**src/rtl/rv32_csr_access_unit.sv**
```systemverilog
// rv32_csr_access_unit: Zicsr read-modify-write initiator towards the CSR bank.
// Ports:
//   clk_i, resetn_i          clock, synchronous active-low reset
//   req_*_i / req_ready_o    decoded Zicsr instruction in (funct3, csr id, rs1 value, rs1 idx/zimm, rd idx)
//   csr_read_id_o            bank read port id, csr_read_value_i is its combinational data
//   csr_write_request_o      {write, id, value} towards the bank, write pulses for one cycle
//   resp_*_o / resp_ready_i  old CSR value for rd, rd write enable, illegal-instruction flag
package rv32_csr_pkg;
    typedef logic [11:0] rv_csr_id_t;
    typedef struct packed {
        logic       write;
        rv_csr_id_t id;
        logic [31:0] value;
    } csr_write_request_t;
endpackage

module rv32_csr_access_unit
    import rv32_csr_pkg::*;
#(
    parameter bit RO_CHECK = 1'b1,
    parameter bit HOLD_ID  = 1'b1
) (
    input  logic               clk_i,
    input  logic               resetn_i,
    input  logic               req_valid_i,
    output logic               req_ready_o,
    input  logic [2:0]         req_funct3_i,
    input  rv_csr_id_t         req_csr_id_i,
    input  logic [31:0]        req_rs1_value_i,
    input  logic [4:0]         req_rs1_idx_i,
    input  logic [4:0]         req_rd_idx_i,
    output rv_csr_id_t         csr_read_id_o,
    input  logic [31:0]        csr_read_value_i,
    output csr_write_request_t csr_write_request_o,
    output logic               resp_valid_o,
    input  logic               resp_ready_i,
    output logic [4:0]         resp_rd_idx_o,
    output logic [31:0]        resp_rd_value_o,
    output logic               resp_rd_write_o,
    output logic               resp_illegal_o
);
    typedef enum logic [1:0] {ST_IDLE, ST_READ, ST_WRITE, ST_RESP} state_t;

    state_t             state_q;
    logic [2:0]         f3_q;
    rv_csr_id_t         id_q;
    rv_csr_id_t         read_id_q;
    logic [31:0]        rs1_value_q;
    logic [4:0]         rs1_idx_q;
    logic [4:0]         rd_idx_q;
    logic [31:0]        old_q;
    logic               valid_q;
    logic               rd_write_q;
    logic               illegal_q;
    csr_write_request_t wreq_q;

    logic [31:0] src;
    logic [31:0] new_d;
    logic        wr_attempt;
    logic        illegal_d;
    logic        do_write_d;

    // RMW result is formed from the live bank data during ST_READ.
    always_comb begin
        src        = f3_q[2] ? {27'b0, rs1_idx_q} : rs1_value_q;
        wr_attempt = (f3_q[1:0] == 2'b01) || (rs1_idx_q != 5'd0);
        illegal_d  = (f3_q[1:0] == 2'b00) || (RO_CHECK && id_q[11:10] == 2'b11 && wr_attempt);
        new_d      = f3_q[1:0] == 2'b01 ? src :
                     f3_q[1:0] == 2'b10 ? (csr_read_value_i | src) : (csr_read_value_i & ~src);
        do_write_d = wr_attempt && !illegal_d;
    end

    always_ff @(posedge clk_i) begin
        if (!resetn_i) begin
            state_q     <= ST_IDLE;
            f3_q        <= '0;
            id_q        <= '0;
            read_id_q   <= '0;
            rs1_value_q <= '0;
            rs1_idx_q   <= '0;
            rd_idx_q    <= '0;
            old_q       <= '0;
            valid_q     <= 1'b0;
            rd_write_q  <= 1'b0;
            illegal_q   <= 1'b0;
            wreq_q      <= '0;
        end else begin
            case (state_q)
                ST_IDLE: if (req_valid_i) begin
                    f3_q        <= req_funct3_i;
                    id_q        <= req_csr_id_i;
                    read_id_q   <= req_csr_id_i;
                    rs1_value_q <= req_rs1_value_i;
                    rs1_idx_q   <= req_rs1_idx_i;
                    rd_idx_q    <= req_rd_idx_i;
                    state_q     <= ST_READ;
                end
                ST_READ: begin
                    old_q      <= csr_read_value_i;
                    wreq_q     <= '{write: do_write_d, id: id_q, value: new_d};
                    illegal_q  <= illegal_d;
                    rd_write_q <= (rd_idx_q != 5'd0) && !illegal_d;
                    read_id_q  <= HOLD_ID ? read_id_q : '0;
                    state_q    <= ST_WRITE;
                end
                ST_WRITE: begin
                    wreq_q  <= '0;
                    valid_q <= 1'b1;
                    state_q <= ST_RESP;
                end
                ST_RESP: if (resp_ready_i) begin
                    valid_q <= 1'b0;
                    state_q <= ST_IDLE;
                end
                default: state_q <= ST_IDLE;
            endcase
        end
    end

    // Gating with resetn keeps a write pending in ST_WRITE from reaching the bank in a reset cycle.
    assign csr_write_request_o = resetn_i ? wreq_q : '0;
    assign req_ready_o         = resetn_i && (state_q == ST_IDLE);
    assign csr_read_id_o       = read_id_q;
    assign resp_valid_o        = valid_q;
    assign resp_rd_idx_o       = rd_idx_q;
    assign resp_rd_value_o     = old_q;
    assign resp_rd_write_o     = rd_write_q;
    assign resp_illegal_o      = illegal_q;
endmodule

```
**config.mk**
```make
export PLATFORM = sky130hd
export DESIGN_NAME = rv32_csr_access_unit
export DESIGN_NICKNAME = d
export VERILOG_FILES = /design/src/rtl/rv32_csr_access_unit.sv
export SDC_FILE = /design/constraint.sdc
export NUM_CORES = 1
export LEC_CHECK = 0
export CELL_PAD_IN_SITES_DETAIL_PLACEMENT = 1
export CELL_PAD_IN_SITES_GLOBAL_PLACEMENT = 2
export CORE_MARGIN = 2
export CORE_UTILIZATION = 26
export DETAILED_ROUTE_END_ITERATION = 10
export GPL_TIMING_DRIVEN = 0
export PLACE_DENSITY = 0.87
export SLEW_MARGIN = 20
export SYNTH_ARGS = -nofsm -noshare
export SYNTH_HDL_FRONTEND = slang
export SYNTH_SLANG_ARGS = --single-unit
```
**constraint.sdc**
```tcl
create_clock -name clk_i -period 1.82 [get_ports clk_i]
set_clock_uncertainty 0.2 [all_clocks]
set_input_delay 0.364 -clock clk_i [delete_from_list [all_inputs] [get_ports clk_i]]
set_output_delay 0.364 -clock clk_i [all_outputs]
set_load 0.01 [all_outputs]
```
# [Word level (Yosys, flattened, before mapping)]
# Cells that the tools add are included.
[totals] ff_bits=139 input_bits=93 elab_cells=50
[op_classes] n_eq_ne=8 mux=10 n_bitwise=3 n_reduce_logical=16
[op_table] cell="2-to-1 mux 32 bit" n=3
[op_table] cell="one-hot mux 45 bit (2 select lines)" n=1
[op_table] cell="2-to-1 mux 45 bit" n=1
[op_table] cell="bitwise AND 32 bit" n=1
[op_table] cell="inverter 32 bit" n=1
[op_table] cell="bitwise OR 32 bit" n=1
[op_table] cell="nonzero test 5 bit" n=2
[op_table] cell="== test 2 bit (second input constant)" n=4
[op_table] cell="one-hot mux 2 bit (4 select lines)" n=1
[op_table] cell="AND reduction 2 bit" n=3
[op_table] cell="== test 2 x 1 -> 1 bit (second input constant)" n=2
[op_table] cell="logical AND 1 bit" n=4
[op_table] cell="logical NOT 2 bit" n=2
[op_table] cell="2-to-1 mux 2 bit" n=2
[op_table] cell="!= test 2 bit (second input constant)" n=2
[op_table] cell="nonzero test 2 bit" n=2
[op_table] cell="logical OR 1 bit" n=2
[op_table] cell="one-hot mux 1 bit (2 select lines)" n=1
[op_table] cell="logical NOT 1 bit" n=1
[op_table] cell="2-to-1 mux 1 bit" n=1

# [Longest topological paths before layout]
[logic_depth] ltp_word=7 ltp_mapped=7 depth_no_buf=6

# [Worst setup path after synthesis]
# Ideal clock, no wire load.
[synth_path] path_kind="register to register" from="reg state_q[1]" to="reg wreq_q[22] (netlist bit)" arrival_time_ps=1345 required_ps=1483 setup_slack_ps=138 stages_incl_launch_ff=6 path_buffers=2 cell_sequence="dfxtp_1 inv_1 ha_1 clkbuf_1 clkbuf_1 o22ai_1"
[synth_between] elab_chain_len=2 word_cells_on_any_way=4 cone_classes="2 x eq/ne; 1 x mux; 1 x reduce/logical"
[synth_lines] element="start, declared" line="44" source="state_t state_q;"
[synth_lines] element="start signal, assigned" line="75" source="state_q <= ST_IDLE;"
[synth_lines] element="start signal, assigned" line="96" source="state_q <= ST_READ;"
[synth_lines] element="start signal, assigned" line="104" source="state_q <= ST_WRITE;"
[synth_lines] element="== test 2 bit / == test 2 x 1 -> 1 bit (equally long branches)" line="88" source="case (state_q)"
[synth_lines] element="one-hot mux 45 bit (2 select lines) / nonzero test 2 bit (equally long branches)"
[synth_lines] element="end signal, assigned" line="100" source="wreq_q <= '{write: do_write_d, id: id_q, value: new_d};"
[synth_lines] element="end, declared" line="55" source="csr_write_request_t wreq_q;"
# Parallel ways exist; a longest one is shown, timed or not.
# A chain may end at the register's enable or synchronous reset.

# [Worst setup path after layout]
[layout_path] from="reg state_q[1]" to="out req_ready_o"
[layout_between] elab_chain_len=2
[layout_lines] element="logical NOT 2 bit" line="122" source="assign req_ready_o = resetn_i && (state_q == ST_IDLE);"
[layout_lines] element="logical AND 1 bit" line="122"
[layout_lines] element="end, declared" line="26" source="output logic req_ready_o,"
# No other way between the ends.

==> qor.txt <==
Ranking of synthesized cells by area: dfxtp_1, nand2_1, mux2i_1
Buffer and inverter count on the worst path: 3
Total Wirelength: 19.9 mm
Slew headroom: 62.3%
Max Fanout on Critical Path: 4
CP cell instances: inv_4, ha_4, inv_2, nor2_2, buf_2
Design area: 8580 sq um
Routed via count: 5449
Synth Net Count: 804
DR pass1 iterations: 4
Placed Area: 8000 sq um
Crit end category: primary output
Worst Min Path Start: resetn_i
Total Power: 11.7 mW
Finished Layout Cells: 1211
Max-cap viol count: 0
DIE AREA: 23300 sq um
Post-synth EDFFs: 0
Synthesized area per cell: 8.15 sq um
Crit path launch type: flop
Tmin final: 1.81 ns
Mapped Area: 5760 sq um
Clock Latency Late Sink: 0.42 ns
Ant diodes: 0
Area grow syn2layout: 49.1%
Hold WC Path Type: in2reg
Max incr delay on CP: 0.37 ns
Critical path's top delay family: flip-flops
Reg clk slew, reported paths: 0.06 ns
Number of global-route vias before repair: 5779
DP Wirelength: 14.8 mm
Initial drt markers: 187
Worst setup margin: 0.0139 ns
YS warnings: 0
Power per cell area: 1370 nW/um^2
First-pass GRT wire length: 31.5 mm
Clock sinks: 139
Bufs on Longest Clock Path: 2
Post-synth top cells: nand2_1, dfxtp_1, nor2_1
Yosys reg bits: 139
Critical path class: reg2out
Yosys cell types: 31
Endpoints failing setup: 0
Worst IR drop on VDD: 0.539 mV
Starting Density: 26.5%
Ys flop type: dfxtp_1
Max Clk Rate: 554 MHz
Mean routed wirelength per cell: 16.4 um
Seq/Total Area, Yosys: 48.3%
Top-area cell type share of the netlist area: 48.3%
Final Wtd Congestion: 0.734
Drt drc: 0
Synthesized instance count: 706
Row Count: 54
Slew Limit Fails: 0
Crit share post-route: 99.2%
Share of cells above drive strength 1: 9.99%
Post-synth top area cell: dfxtp_1
Storage cell area: 2790 sq um
Root Buffer: clkbuf_16
Largest net degree at the start of global routing: 17
Antenna violations before repair: 0
Core area: 21800 sq um
H-tree depth: 4
# IOs: 191
Worst-margin pin slew: 0.566 ns
Placed insts: 1175
Tot GR Track Use: 17.3%
Worst Path Required: 1.26 ns
Pre-CTS setup slack: -0.683 ns
Clock buffer count from CTS: 17
Crit-path slowest cell: dfxtp_2
Leak pwr: 3.92 nW
Fill cell count: 2589
Die height: 153 um
RSZ-0062 raised after global routing: yes
Die extent in x: 153 um
R2r startpoint: state_q[0]
Multi-input combinational cell area: 2550 sq um
CTS tree: built
Via density: 4.50
Grt ovf: 0
Hold Fails Final Rpt: 0
Async set-reset flop share out of synthesis: 0%
Status: finished clean
Most frequent cell after synthesis: nand2_1
Nets@finish: 1016
IO Port Bufs: 189
Worst EP arrival: 1.24 ns
Crit path from: state_q[1]
Antenna Nets Post-Route: 0
==> power by group <==
group / switching, mW / internal, mW / total (mW)
registers: 0.336 / 3.78 / 4.11
logic: 2.46 / 1.81 / 4.27
clock network: 1.42 / 1.92 / 3.34
==> layer usage <==
layer	track usage, %	wire [um]
met4	5.29	286
met2	30.0	9670
met3	5.09	1130
met1	20.6	8780
met5	0	0
==> cell usage in the layout, fill, tap and decap left out, drive strengths merged, types with 32 or more instances in the layout <==
| master | n |
|---|---|
| dlygate4sd2 | 90 |
| clkbuf | 45 |
| mux2i | 38 |
| nand2 | 175 |
| dfxtp | 139 |
| o22ai | 33 |
| a21boi | 38 |
| inv | 52 |
| a31oi | 32 |
| nor2 | 67 |
| clkdlybuf4s50 | 91 |
==> kinds of logic after synthesis <==
kind of cell,count (synthesis),share of synthesized area [%]
AOI/OAI and AO/OA,142,15.7
xor gates and xnor gates,1,0.283
adders and majority gates,5,1.09
buffers and inverters,100,7.67
DFF,139,48.3
muxes,38,6.61
and+or+nand+nor,281,20.3
==> metrics by stage <==
step                      TNS (ns)  util, %  hold slack (ns)
after floorplan                  0        -            0.236
after global placement      -45.41     36.8            0.243
after detailed placement    -48.13     36.8            0.247
after CTS                  -0.0264     39.3            0.153
after global routing       -0.0571     39.4            0.191
final                            0     39.4            0.167
==> cell type report <==
class                   count  area share (%)
plain buffers              50            3.83
clock inverters            13            1.39
repair buffers            193            21.1
clock buffers              19            5.16
well taps                 280            4.08
multi-input cells         467            29.8
flip-flops and latches    139            32.5
inverters                  50            2.25
==> flip-flops by register name, summed over array words and instances, names as in the netlist <==
register and flops:
csr_read_id_o 12, rs1_idx_q 5, resp_rd_idx_o 5, resp_valid_o 1, resp_illegal_o 1, resp_rd_value_o 32, wreq_q 45, resp_rd_write_o 1
state_q 2, rs1_value_q 32, f3_q 3
==> timing repair <==
item | 4_1_cts | 5_1_grt
resized for setup | 133 | 25
setup endpoints to repair | 174 | 80
pin swaps | 2 | 0
buffers inserted | 4 | 0
hold buffers | 0 | 0
==> worst paths after layout <==
kind                           end  slack (ns)  depth (start not counted)
hold / removal    resp_rd_idx_o[0]        0.17                          3
setup reg to reg        wreq_q[10]        0.13                          6
hold reg to reg     rs1_value_q[2]        0.25                          2
setup / recovery       req_ready_o        0.01                          5
==> worst register-to-register path, stage by stage (launching register included) <==
cell and delay, ns:
dfxtp_2 0.37, inv_4 0.06, ha_1 0.25, nand3b_1 0.18, buf_4 0.17, clkbuf_2 0.21
o22ai_1 0.17
Note: power is estimated with default switching activity, not from simulation.
